## src/rtl/pipe_stage_reg.sv

```systemverilog
// rtl/pipe_stage_reg.sv - valid/ready pipeline register with flush; PIPE_STAGE_SKID_EN adds a skid entry
module pipe_stage_reg #(
    parameter int                DATA_W    = 64,
    parameter logic [DATA_W-1:0] RESET_VAL = '0,
    parameter logic [DATA_W-1:0] NOP_VAL   = '0
) (
    input  logic              clk,
    input  logic              rst,
    input  logic              in_valid,
    output logic              in_ready,
    input  logic [DATA_W-1:0] in_data,
    output logic              out_valid,
    input  logic              out_ready,
    output logic [DATA_W-1:0] out_data,
    input  logic              flush,
    output logic [1:0]        occupancy
);

    typedef enum logic [1:0] {
        EMPTY = 2'd0,
        FULL  = 2'd1,
        SKID  = 2'd2
    } state_t;

    state_t state;
    state_t state_next;
    logic   in_xfer;
    logic   out_xfer;

    assign in_xfer  = in_valid && in_ready;
    assign out_xfer = out_valid && out_ready;

    always_ff @(posedge clk) begin
        if (rst || flush) begin
            state <= EMPTY;
        end else begin
            state <= state_next;
        end
    end

    always_comb begin
        state_next = state;
        case (state)
            EMPTY: if (in_xfer) state_next = FULL;
            FULL: begin
                if (out_xfer && !in_xfer) begin
                    state_next = EMPTY;
`ifdef PIPE_STAGE_SKID_EN
                end else if (in_xfer && !out_xfer) begin
                    state_next = SKID;
`endif
                end
            end
            SKID:    if (out_xfer) state_next = FULL;
            default: state_next = EMPTY;
        endcase
    end

    always_comb begin
        out_valid = (state != EMPTY);
        occupancy = state;
`ifdef PIPE_STAGE_SKID_EN
        // Registered ready: depends only on the skid flop, never on out_ready.
        in_ready  = (state != SKID) && !rst;
`else
        in_ready  = !rst && ((state == EMPTY) || out_ready);
`endif
    end

`ifdef PIPE_STAGE_SKID_EN
    logic [DATA_W-1:0] skid_data;

    always_ff @(posedge clk) begin
        if (!rst && !flush && state == FULL && in_xfer && !out_xfer) begin
            skid_data <= in_data;
        end
    end
`endif

    always_ff @(posedge clk) begin
        if (rst) begin
            out_data <= RESET_VAL;
        end else if (flush) begin
            out_data <= NOP_VAL;
`ifdef PIPE_STAGE_SKID_EN
        end else if (state == SKID) begin
            if (out_xfer) out_data <= skid_data;
`endif
        end else if (in_xfer && (state == EMPTY || out_xfer)) begin
            out_data <= in_data;
        end
    end

endmodule

```

## config.mk

```make
export PLATFORM = sky130hd
export DESIGN_NAME = pipe_stage_reg
export DESIGN_NICKNAME = d
export VERILOG_FILES = /design/src/rtl/pipe_stage_reg.sv
export SDC_FILE = /design/constraint.sdc
export NUM_CORES = 1
export LEC_CHECK = 0
export ABC_AREA = 1
export CAP_MARGIN = 10
export CORE_MARGIN = 2
export CORE_UTILIZATION = 31
export DETAILED_ROUTE_END_ITERATION = 12
export PLACE_DENSITY = 0.71
export RECOVER_POWER = 50
export REMOVE_ABC_BUFFERS = 1
export SYNTH_ARGS = -nofsm -noshare
export SYNTH_HDL_FRONTEND = slang
export SYNTH_SLANG_ARGS = --single-unit
```

## constraint.sdc

```tcl
create_clock -name clk -period 3.2 [get_ports clk]
set_clock_uncertainty 0.1 [all_clocks]
set_input_delay 0.48 -clock clk [delete_from_list [all_inputs] [get_ports clk]]
set_output_delay 0.48 -clock clk [all_outputs]
set_load 0.02 [all_outputs]
```

==> flow_summary.ini, run 1 <==
[outcome]
outcome = complete, no violations

[final_layout]
drive_above_1_share = 0.03545
fin_area_um2 = 4969
num-nets-final = 742
syn_to_final_growth_pct = 47.24
diodes = 0

[worst_setup_path]
start_kind = primary input
crit_family = buffers and inverters
cp_cell_sequence = clkdlybuf4s50_1, a21oi_1, clkdlybuf4s50_1
worstPathRequired_ns = 2.62
cp_slowest_stage_delay_ns = 0.63
cp.arrival_ns = 1.77
worstSetupPathType = in2out
cp_common_cell = clkdlybuf4s50_1
slowest_stage = clkdlybuf4s50_1
critical_path_peak_fanout = 4
path_buf_inv = 2
crit_path_end_kind = primary output

[drt]
dr.pass1.iters = 4
vias_per_cell = 4.166
wl_per_cell_um = 10.83
wl_um = 8847
num_vias = 3404
initialDrtViolationCount = 174
final_antenna_net_count = 0
drc = 0

[clocking]
cts_hold_buf = 0
htreeDepth = 3
root_buffer = clkbuf_8
clock_path_buffers = 2
post_cts_resized = 0
cts.sinks = 65
clock_latency_ns = 0.33
post_cts.repair.setup_buffers = 0
cts_buffers = 9
cts_tree = yes
clk_pin_slew_ns = 0.06

[place]
dp_hpwl_um = 5902
dpl-instance-area_um2 = 4781
port_buffers = 135
routabilityCongestion = 0.6889

[grt]
grt_start_max_net_pins = 66
gr-usage-all-layers = 0.1533
grt_overflow_total = 0
antenna_found_initial = 0
grt_pass1_vias = 3234
grt_first_pass_wirelength_um = 14430

[sta]
fin_crit_ns = 2.348
hold_viol = 0
rsz0062_at_grt = false
slew_violations = 0
clock.fmax_mhz = 425.8
final_min_period_over_clock_period = 0.7339
slew_headroom = 0.07662
worst_pin_slew_ns = 1.385
setup_violations = 0
tns_ns = 0

[synth]
yosysSeqAreaShare = 0.3856
synthesis.area_um2 = 3374
yosysUniqueCellTypes = 15
yosys.area.top_type = dfxtp_1
avgSynthCellArea_um2 = 6.058
ys_top_cells_by_area = dfxtp_1 39%, inv_1 21%, nand2_1 14%, nand4_1 12%, nor2_1 7.1%
yosysWarnings = 0
ys_ff_latch = 65
synthCells = 557
yosys.area.top_type_share = 0.3856

[die]
coreArea_um2 = 10750
die_h_um = 108.3
die_x_um = 108.3
initial_core_util = 0.3140
rows = 38
dieArea_um2 = 11740
ios = 137

[power_and_ir_drop]
ir_drop_uv = 160.6
p_leak_uw = 0.002633
power.density_nw_per_um2 = 384.8

[run]
drv_cap = 0

[min_path]
min_path_type = reg2reg
-- state kept, by name (all words and copies together), names as in the netlist --
name       count
occupancy      1
out_data      64
-- metal layers --
layer	GRT usage	vias up	wire, um
li1	-	1815	-
met4	0.04945	0	81
met2	0.2790	84	4395
met5	0	-	0
met1	0.1751	1501	3902
met3	0.03797	4	468
-- cells in the mapped netlist --
cell type	number
buf_6	1
inv_2	1
dfxtp_1	65
nor3_1	1
nor2_2	1
inv_1	193
nand2_1	129
buf_2	31
nor2_1	64
buf_1	1
nand3_2	1
a21oi_1	2
nand4_1	64
conb_1	1
buf_4	2
-- worst paths after layout --
check | startpoint | cells after the start | slack (ns) | endpoint
hold reg to reg | out_data[40] | 4 | 0.40 | out_data[40]
hold / removal | out_data[40] | 4 | 0.40 | out_data[40]
setup reg to reg | occupancy[0] | 6 | 1.46 | out_data[38]
setup / recovery | rst | 3 | 0.85 | in_ready
-- cells in the final DEF (no fill, tap or decap), drive strengths merged --
master and instances:
nand3 1, buf 5, nand2 129, clkinv 2, clkbuf 13, conb 1, nor2 65, dlygate4sd3 64
nand4 64, inv 194, dfxtp 65, nor3 1, bufinv 1, a21oi 2, clkdlybuf4s50 70
-- power breakdown --
| part | leakage [uW] | switching [uW] | internal, uW |
|---|---|---|---|
| clock | 0.000102 | 301 | 396 |
| sequential | 0.000529 | 14.0 | 837 |
| combinational | 0.00200 | 192 | 172 |
| total | 0.00263 | 507 | 1410 |
-- metrics by stage --
step                setup WS [ns]  total power [uW]  hold WS, ns  instances  utilization
CTS                        0.8104              1956       0.4110        817       0.4631
floorplan                  0.1302              1051       0.4568        522            -
global placement           0.7884              1240       0.3954        802       0.4449
global route               0.6933              2014       0.4376        817       0.4624
detailed placement         0.7199              1247       0.3974        802       0.4449
finish                     0.8516              1912       0.4037        817       0.4624
-- cells by family after synthesis --
kind of cell,Yosys count,synth area share
AOI/OAI and AO/OA,2,0.002966
buffers and inverters,229,0.2707
DFF,65,0.3856
other,1,0.001111
and+or+nand+nor,260,0.3396
-- tightest hold or removal path, delay by kind of cell (launching register included) --
family | cells | cell delay [ns]
DFF | 1 | 0.30
buffers and inverters | 2 | 0.08
and+or+nand+nor | 2 | 0.07
-- layout make-up --
cell class | instances | area (um^2)
clock buffer | 12 | 155.1
clock inverter | 3 | 40.04
fill | 1128 | 5777
inverter | 194 | 728.2
multi-input combinational | 263 | 1162
sequential | 65 | 1301
tap | 140 | 175.2
timing repair buffer | 140 | 1406
No activity file was read; power rests on OpenSTA's default activity.
==> run 2: changes to the inputs <==
- clock period: 3.2 -> 2.4 ns (I/O delays scaled with it)
==> flow_summary.ini, run 2 (synthesis results as in run 1) <==
[die]
die_h_um = 108.3
ios = 137
dieArea_um2 = 11740
rows = 38
die_x_um = 108.3
initial_core_util = 0.3140
coreArea_um2 = 10750

[run]
drv_cap = 0

[worst_setup_path]
startpoint = out_ready
crit_path_end_kind = primary output
critical_path_peak_fanout = 3
cp_slowest_stage_delay_ns = 0.62
cp_num_cells = 4
path_buf_inv = 3
start_kind = primary input
cp_cell_sequence = dlygate4sd3_1, inv_1, a21oi_1, clkdlybuf4s50_1
crit_family = buffers and inverters
rr_worst_depth = 6
slowest_stage = clkdlybuf4s50_1
worstSetupPathType = in2out
cp.arrival_ns = 1.71
crit-reg2reg-launch = occupancy[0]
worstPathRequired_ns = 1.94

[clocking]
post_cts_resized = 0
clk_pin_slew_ns = 0.07
post_cts.repair.setup_buffers = 0
clock_path_buffers = 2
cts_hold_buf = 0
htreeDepth = 3
cts_tree = yes
clock_latency_ns = 0.34
cts_buffers = 9
root_buffer = clkbuf_8
cts.sinks = 65

[grt]
grt_pass1_vias = 3388
grt_util_met2 = 0.2727
grt_use_met3 = 0.03436
grtUsageMet1 = 0.1705
gr-max-usage-layer = met2
grt_first_pass_wirelength_um = 14430
grt_start_max_net_pins = 35
antenna_found_initial = 0
gr-usage-all-layers = 0.1532
grt_overflow_total = 0

[min_path]
min_path_type = reg2reg
whs_path_depth = 4
hp-start = out_data[24]

[place]
routabilityCongestion = 0.7003
dp_hpwl_um = 6465
port_buffers = 135

[drt]
wl_per_cell_um = 10.86
vias_per_cell = 4.260
dr.pass1.iters = 4
wl_um = 8938
final_antenna_net_count = 0
drc = 0
initialDrtViolationCount = 133
num_vias = 3506

[outcome]
outcome = complete, no violations

[final_layout]
syn_to_final_growth_pct = 48.35
diodes = 0
regMostFlops = out_data
num-fill-cells = 1141
most-common-layout-cells = 193 x inv_1, 129 x nand2_1, 117 x clkdlybuf4s50_1, 65 x dfxtp_1
multi_input_area_um2 = 1160
mostFrequentLayoutCell = inv_1
largest_reg_flops = 64
drive_above_1_share = 0.04246
num-nets-final = 747
seq_area_um2 = 1301

[power_and_ir_drop]
p_leak_uw = 0.002494
power.density_nw_per_um2 = 509.2
ir_drop_uv = 242.6

[sta]
hold_viol = 0
setup_violations = 0
rsz0062_at_grt = false
slew_violations = 0
whs_ns = 0.4058
fin_crit_ns = 2.172
slew_headroom = 0.4799
clock.fmax_mhz = 460.3
final_min_period_over_clock_period = 0.9052
tns_ns = 0
worst_pin_slew_ns = 0.7779
[run 2: power by group]
part,switching (uW),internal (uW),leakage (uW),total (uW)
clock network,436,477,0.0000912,913
registers,20.1,1120,0.000529,1140
logic,257,243,0.00187,501
total,713,1840,0.00249,2550
[run 2: layout make-up]
type / count / area share
clock buffers: 9 / 0.02474
clock inverters: 7 / 0.01425
inverters: 194 / 0.1455
multi-input cells: 263 / 0.2317
flip-flops and latches: 65 / 0.2599
well taps: 140 / 0.03499
repair buffers: 145 / 0.2889
[run 2: final timing paths]
kind / slack (ns) / end
setup / recovery: 0.23 / in_ready
hold / removal: 0.41 / out_data[24]
setup reg to reg: 0.56 / out_data[59]
hold reg to reg: 0.41 / out_data[24]
[run 2: metal layers]
metal	part of all wire	routed length, um	vias up
met1	0.42	3746	1573
met2	0.51	4543	96
met5	0	0	-
met3	0.056	504	13
met4	0.016	143	0
li1	-	-	1824
[run 2: tightest hold or removal path, cell delays in order, from the launching register on]
cell and delay [ns]:
dfxtp_1 0.31, inv_1 0.04, nand2_1 0.04, inv_1 0.04, nor2_1 0.03
[run 2: per-stage QoR]
stage          cell area, um^2  instances    util  total power [uW]  setup slack [ns]
6_report                  5006        823  0.4659              2549            0.2276
4_1_cts                   5014        823  0.4666              2595            0.2569
2_1_floorplan             3189        522       -              1401           -0.6584
5_1_grt                   5006        823  0.4659              2706            0.1770
3_5_place_dp              4818        807  0.4484              1667            0.2611
3_3_place_gp              4818        807  0.4484              1657            0.2683
==> run 3: changes to the inputs <==
- PLACE_DENSITY: 0.71 -> default
==> flow_summary.ini, run 3 (synthesis results as in run 1) <==
[sta]
slew_headroom = 0.2740
rsz0062_at_grt = false
worst_pin_slew_ns = 1.089
clock.fmax_mhz = 458.4
final_min_period_over_clock_period = 0.9090
fin_crit_ns = 2.182
hold_viol = 0
whs_ns = 0.4047
slew_violations = 0
setup_violations = 0

[drt]
num_vias = 3433
wl_um = 8876
wl_per_cell_um = 10.82
dr.pass1.iters = 4
drc = 0
initialDrtViolationCount = 155
vias_per_cell = 4.187
final_antenna_net_count = 0

[clocking]
cts_tree = yes
htreeDepth = 3
clock_path_buffers = 2
post_cts.repair.setup_buffers = 0
root_buffer = clkbuf_8
cts.sinks = 65
post_cts_resized = 0
cts_buffers = 9
clock_latency_ns = 0.32
clk_pin_slew_ns = 0.06
cts_hold_buf = 0

[grt]
gr-usage-all-layers = 0.1539
antenna_found_initial = 0
grt_overflow_total = 0
grt_start_max_net_pins = 65
grt_pass1_vias = 3235
grt_first_pass_wirelength_um = 14400

[final_layout]
seq_area_um2 = 1301
num-fill-cells = 1154
fin_util = 0.4615
regMostFlops = out_data
diodes = 0
num-nets-final = 746
largest_reg_flops = 64
mostFrequentLayoutCell = inv_1
drive_above_1_share = 0.03088
most-common-layout-cells = 194 x inv_1, 132 x clkdlybuf4s50_1, 128 x nand2_1, 65 x dfxtp_1
final_cells = 820
syn_to_final_growth_pct = 46.94
fin_area_um2 = 4959
multi_input_area_um2 = 1162

[die]
dieArea_um2 = 11740
coreArea_um2 = 10750
ios = 137
die_x_um = 108.3
rows = 38
initial_core_util = 0.3140
die_h_um = 108.3

[worst_setup_path]
cp.arrival_ns = 1.72
start_kind = primary input
worstPathRequired_ns = 1.94
worstSetupPathType = in2out
crit_path_end_kind = primary output
critical_path_peak_fanout = 4

[run]
drv_cap = 0

[place]
dp_hpwl_um = 5971
dp.cells = 806
dpl-instance-area_um2 = 4811
routabilityCongestion = 0.7504
port_buffers = 135

[outcome]
outcome = complete, no violations

[power_and_ir_drop]
p_leak_uw = 0.002426
power.density_nw_per_um2 = 493.3
ir_drop_uv = 212.0
p_total_uw = 2446

[min_path]
min_path_type = reg2reg
==> run 3: critical path, cell delays in order <==
cell	delay (ns)
dlygate4sd3_1	0.61
a21oi_1	0.14
clkdlybuf4s50_1	0.61
==> run 3: where the power goes <==
group          total (uW)  switching (uW)  internal [uW]
Combinational         500             257            243
Sequential           1140            19.3           1120
Clock                 810             388            422
Total                2450             664           1780
==> run 3: layout make-up <==
| class | instances | area share |
|---|---|---|
| Multi-Input combinational cell | 263 | 0.2344 |
| Sequential cell | 65 | 0.2624 |
| Inverter | 194 | 0.1469 |
| Tap cell | 140 | 0.03533 |
| Timing Repair Buffer | 144 | 0.2882 |
| Clock buffer | 14 | 0.03280 |
==> run 3: metal layers <==
metal | part of all wire | track usage | vias to the layer above
met4 | 0.019 | 0.06685 | 0
met3 | 0.072 | 0.03918 | 15
li1 | - | - | 1821
met1 | 0.44 | 0.1775 | 1494
met2 | 0.47 | 0.2686 | 103
met5 | 0 | 0 | -
==> run 3: path summary, 6_finish.rpt <==
kind | startpoint | endpoint | slack, ns | depth (start not counted)
worst max-delay path | rst | in_ready | 0.22 | 3
worst min-delay path | out_data[49] | out_data[49] | 0.40 | 4
worst max register to register | occupancy[0] | out_data[20] | 0.71 | 6
worst min register to register | out_data[49] | out_data[49] | 0.40 | 4
==> run 3: stage by stage <==
| step | setup TNS [ns] | setup slack, ns |
|---|---|---|
| 3_3_place_gp | 0 | 0.3080 |
| 2_1_floorplan | -42.14 | -0.6584 |
| 3_5_place_dp | 0 | 0.3032 |
| 4_1_cts | 0 | 0.2982 |
| 5_1_grt | 0 | 0.1649 |
| 6_report | 0 | 0.2184 |
